### src/rtl/run_sequencer.sv
// run_sequencer: sequences NPROG core runs, each a reset hold, a timed RUN phase and a one-cycle report.
module run_sequencer #(
  parameter int CW      = 16,
  parameter int NPROG   = 3,
  parameter int RST_CYC = 2,
  parameter int TIMEOUT = 4000
) (
  input  logic          clk,
  input  logic          reset,
  input  logic          start,
  input  logic          core_done,
  output logic          core_reset,
  output logic [1:0]    prog_sel,
  output logic          busy,
  output logic          run_valid,
  output logic [CW-1:0] run_cycles,
  output logic          run_timeout,
  output logic          all_done
);
  typedef enum logic [1:0] {IDLE, HOLD, RUN, REPORT} state_t;
  localparam int HW = RST_CYC > 1 ? $clog2(RST_CYC) : 1;
  state_t        state, state_n;
  logic [HW-1:0] hcnt;
  logic [CW-1:0] cyc, n;
  logic          hold_end, limit, last;
  assign n        = cyc + CW'(1);
  assign hold_end = hcnt == HW'(RST_CYC - 1);
  assign limit    = n == CW'(TIMEOUT);
  assign last     = prog_sel == 2'(NPROG - 1);
  always_ff @(posedge clk)
    state <= reset ? IDLE : state_n;
  always_comb begin
    state_n = state == IDLE ? (start ? HOLD : IDLE) :
              state == HOLD ? (hold_end ? RUN : HOLD) :
              state == RUN  ? (core_done || limit ? REPORT : RUN) :
                              (last ? IDLE : HOLD);
  end
  always_comb begin
    core_reset = state != RUN;
    busy       = state != IDLE;
    run_valid  = state == REPORT;
  end
  // Per-run counters and the report registers that outlive each run
  always_ff @(posedge clk) begin
    if (reset) begin
      prog_sel    <= '0;
      hcnt        <= '0;
      cyc         <= '0;
      run_cycles  <= '0;
      run_timeout <= 1'b0;
      all_done    <= 1'b0;
    end else begin
      case (state)
        IDLE: if (start) begin
          prog_sel <= '0;
          all_done <= 1'b0;
          hcnt     <= '0;
        end
        HOLD: begin
          hcnt <= hcnt + HW'(1);
          if (hold_end) cyc <= '0;
        end
        RUN: begin
          if (core_done) begin
            run_cycles  <= n;
            run_timeout <= 1'b0;
          end else if (limit) begin
            run_cycles  <= CW'(TIMEOUT);
            run_timeout <= 1'b1;
          end else cyc <= n;
        end
        REPORT: begin
          if (last) all_done <= 1'b1;
          else begin
            prog_sel <= prog_sel + 2'd1;
            hcnt     <= '0;
          end
        end
        default: ;
      endcase
    end
  end
endmodule

### config.mk
export PLATFORM = sky130hd
export DESIGN_NAME = run_sequencer
export DESIGN_NICKNAME = d
export VERILOG_FILES = /design/src/rtl/run_sequencer.sv
export SDC_FILE = /design/constraint.sdc
export NUM_CORES = 1
export LEC_CHECK = 0
export BUFFER_PORTS_ARGS = -buffer_cell sky130_fd_sc_hd__buf_2
export CELL_PAD_IN_SITES_DETAIL_PLACEMENT = 0
export CELL_PAD_IN_SITES_GLOBAL_PLACEMENT = 1
export CORE_ASPECT_RATIO = 1.75
export CORE_MARGIN = 3
export CORE_UTILIZATION = 47
export CTS_BUF_LIST = sky130_fd_sc_hd__clkbuf_16
export CTS_CLUSTER_SIZE = 20
export DETAILED_ROUTE_END_ITERATION = 8
export MAX_ROUTING_LAYER = met4
export PLACE_DENSITY_LB_ADDON = 0.08
export SYNTH_ARGS = -nofsm -noshare
export SYNTH_HDL_FRONTEND = slang
export SYNTH_SLANG_ARGS = --single-unit
### constraint.sdc
create_clock -name clk -period 4.9 [get_ports clk]
set_clock_uncertainty 0.2 [all_clocks]
set_input_delay 0.49 -clock clk [delete_from_list [all_inputs] [get_ports clk]]
set_output_delay 0.49 -clock clk [all_outputs]
set_load 0.01 [all_outputs]
==> flow_metrics.tcl <==
set metrics [dict create \
    final_core_util_pct 56.0 \
    chipHeight_microns 99.6 \
    synth_top_family_by_area "compound AO/OA/AOI/OAI gates" \
    syn_nets 297 \
    drive_gt1_share_pct 16.8 \
    ant_nets 0 \
    synthCells 290 \
    synth_area_sq_um 2350 \
    rsz0062_at_grt "false" \
    setup_viol 0 \
    synth_top_area_share_pct 33.2 \
    die-area_sq_um 5930 \
    gr-total-overflow 0 \
    cts.htree.levels 2 \
    die_w_microns 59.5 \
    track_usage_pct 23.4 \
    most-common-layout-cells "dfxtp_1 (39), nor2_1 (29), a21oi_1 (27)" \
    synth_cell_type_count 52 \
    drt_iter0_markers 92 \
    dr.pass1.iters 5 \
    seq_area_frac_synth_pct 33.2 \
    numCtsBuffers 5 \
    layout.nets 310 \
    cp-startpoint "cyc[0]" \
    powerDensity_nw_per_um2 300 \
    vias_per_cell 6.15 \
    synth_ff_type "dfxtp_1" \
    postCtsSetupRepairBufs 0 \
    maxSlewViolCount 0 \
    setup_tns_ns 0 \
    period_needed_ns 3.02 \
    tightest_slew_ns 0.787 \
    synth-async-reset-ratio_pct 0 \
    end_kind "flip-flop" \
    crit_required_ns 4.83 \
    antenna_found_initial 0 \
    drc_errors 0 \
    final_common_cell "dfxtp_1" \
    cts_hold_buf 0 \
    yosys.area.top_type "dfxtp_1" \
    synth_xor_area_share_pct 5.21 \
    period_share_pct 61.6 \
    port_buffers 26 \
    path_clk_slew_ns 0.06 \
    outcome "complete, no violations" \
    synth_seq_cells 39 \
    cts_resized 0 \
    cts_buffer_depth 2 \
    post_dp_cell_area_sq_um 2470 \
    start_util_pct 49.6 \
    arrival_ns 2.95 \
    reg2reg_from "cyc[0]" \
    synth.area.mux_share_pct 0.478 \
    fillers 450 \
    clock_latency_ns 0.28 \
    ys_warn_count 0 \
    num_rows 33 \
    routed-via-count 2191 \
    cts_root_buf "clkbuf_16" \
    synth_compound_area_share_pct 27.4 \
    synth_edf_count 0 \
    grt_pass1_wl_mm 10.2 \
    p_leak_nw 0.982 \
    dp_hpwl_mm 4.54 \
    diodes 0 \
    critPathMaxFanout 14 \
    tritoncts "yes" \
    ir_drop_mv 0.215 \
    fmax_mhz 331 \
    grt_max_degree 42 \
    hp-start "run_cycles[10]" \
    avgSynthCellArea_sq_um 8.12 \
    ys_top_cells_by_area "dfxtp_1 (33%), a21oi_1 (5.7%), nor2_1 (4.6%), xnor2_1 (3.7%), a211oi_1 (3.2%)" \
    wl_per_cell_microns 17.8 \
    cap_violations 0 \
    grt_pass1_vias 2008 \
    postLayoutCellArea_sq_um 2660 \
    max_slew_margin_pct 47.6 \
    coreArea_sq_um 4750 \
    start_kind "flip-flop" \
    clock-sinks 39 \
    ioPinCount 27 \
    hold_slack_ns 0.293 \
    syn_to_final_growth_pct 12.9 \
    hold_violations 0 \
    gp_congestion 0.901 \
    synth_fa_ha_area_share_pct 1.59 \
    wirelength_mm 6.35 \
    hold_class "reg -> reg" \
    synthSimpleGateAreaFrac_pct 26.8 \
    path_class "reg -> reg" \
]
-- power by group --
group | leakage [nW] | total [mW] | internal [mW] | switching, mW
sequential | 0.315 | 0.327 | 0.321 | 0.00569
clock | 0.0900 | 0.425 | 0.292 | 0.133
combinational | 0.578 | 0.0468 | 0.0147 | 0.0320
-- synthesized netlist by cell type, drive strengths merged (10+ instances only) --
| cell | instances |
|---|---|
| o21ai | 11 |
| nand3 | 14 |
| xnor2 | 10 |
| clkbuf | 13 |
| a211oi | 10 |
| a21oi | 27 |
| nand2 | 11 |
| dfxtp | 39 |
| nor3 | 10 |
| nor2b | 10 |
| buf | 11 |
| nor2 | 29 |
-- worst max-delay path, stage by stage, from the launching register on --
cell and delay, ns:
dfxtp_1 0.45, ha_1 0.27, nand3_1 0.28, nor3_2 0.35, nand3_1 0.17, a221oi_2 0.25, buf_4 0.23, a21o_1 0.50
a311oi_1 0.17
-- final timing paths --
kind | slack (ns) | endpoint | cells past startpoint
worst max-delay path | 1.88 | run_cycles[2] | 8
worst min-delay path | 0.29 | run_cycles[10] | 1
worst max register to register | 1.88 | run_cycles[2] | 8
worst min register to register | 0.29 | run_cycles[10] | 1
-- flip-flops by register name (all words and copies together), names as in the netlist --
register     count
prog_sel         2
hcnt             1
run_timeout      1
cyc             16
run_cycles      16
all_done         1
state            2
-- stage by stage --
| step | setup WS, ns | instances | power, mW |
|---|---|---|---|
| 6_report | 1.88 | 356 | 0.798 |
| 5_1_grt | 1.69 | 356 | 0.825 |
| 4_1_cts | 1.90 | 356 | 0.804 |
| 3_5_place_dp | 1.90 | 348 | 0.381 |
| 3_3_place_gp | 2.00 | 348 | 0.381 |
| 2_1_floorplan | 2.42 | 290 | 0.366 |
-- per-layer routing --
metal	part of all wire (%)	up-vias	GRT usage (%)
met5	0	-	-
met4	4.3	0	10.8
met3	6.1	17	4.42
met2	51	82	38.6
met1	39	996	26.7
li1	-	1096	-
-- logic make-up (layout without fill, tap and decap cells) --
logic type	Yosys count	in the layout
buffers and inverters	27	41
multiplexers	1	1
XOR/XNOR	14	14
AO/OA/AOI/OAI	94	94
flip-flops	39	39
AND/OR/NAND/NOR	112	112
adder cells (fa/ha/maj)	3	3
-- area by class of cell --
cell class	count	area, sq um	area share (%)
Multi-Input combinational cell	224	1450	54.5
Clock inverter	3	67.6	2.54
Tap cell	52	65.1	2.45
Timing Repair Buffer	30	160	6.02
Clock buffer	5	125	4.71
Inverter	3	11.3	0.424
Sequential cell	39	781	29.4
Note: power is estimated with default switching activity, not from simulation.
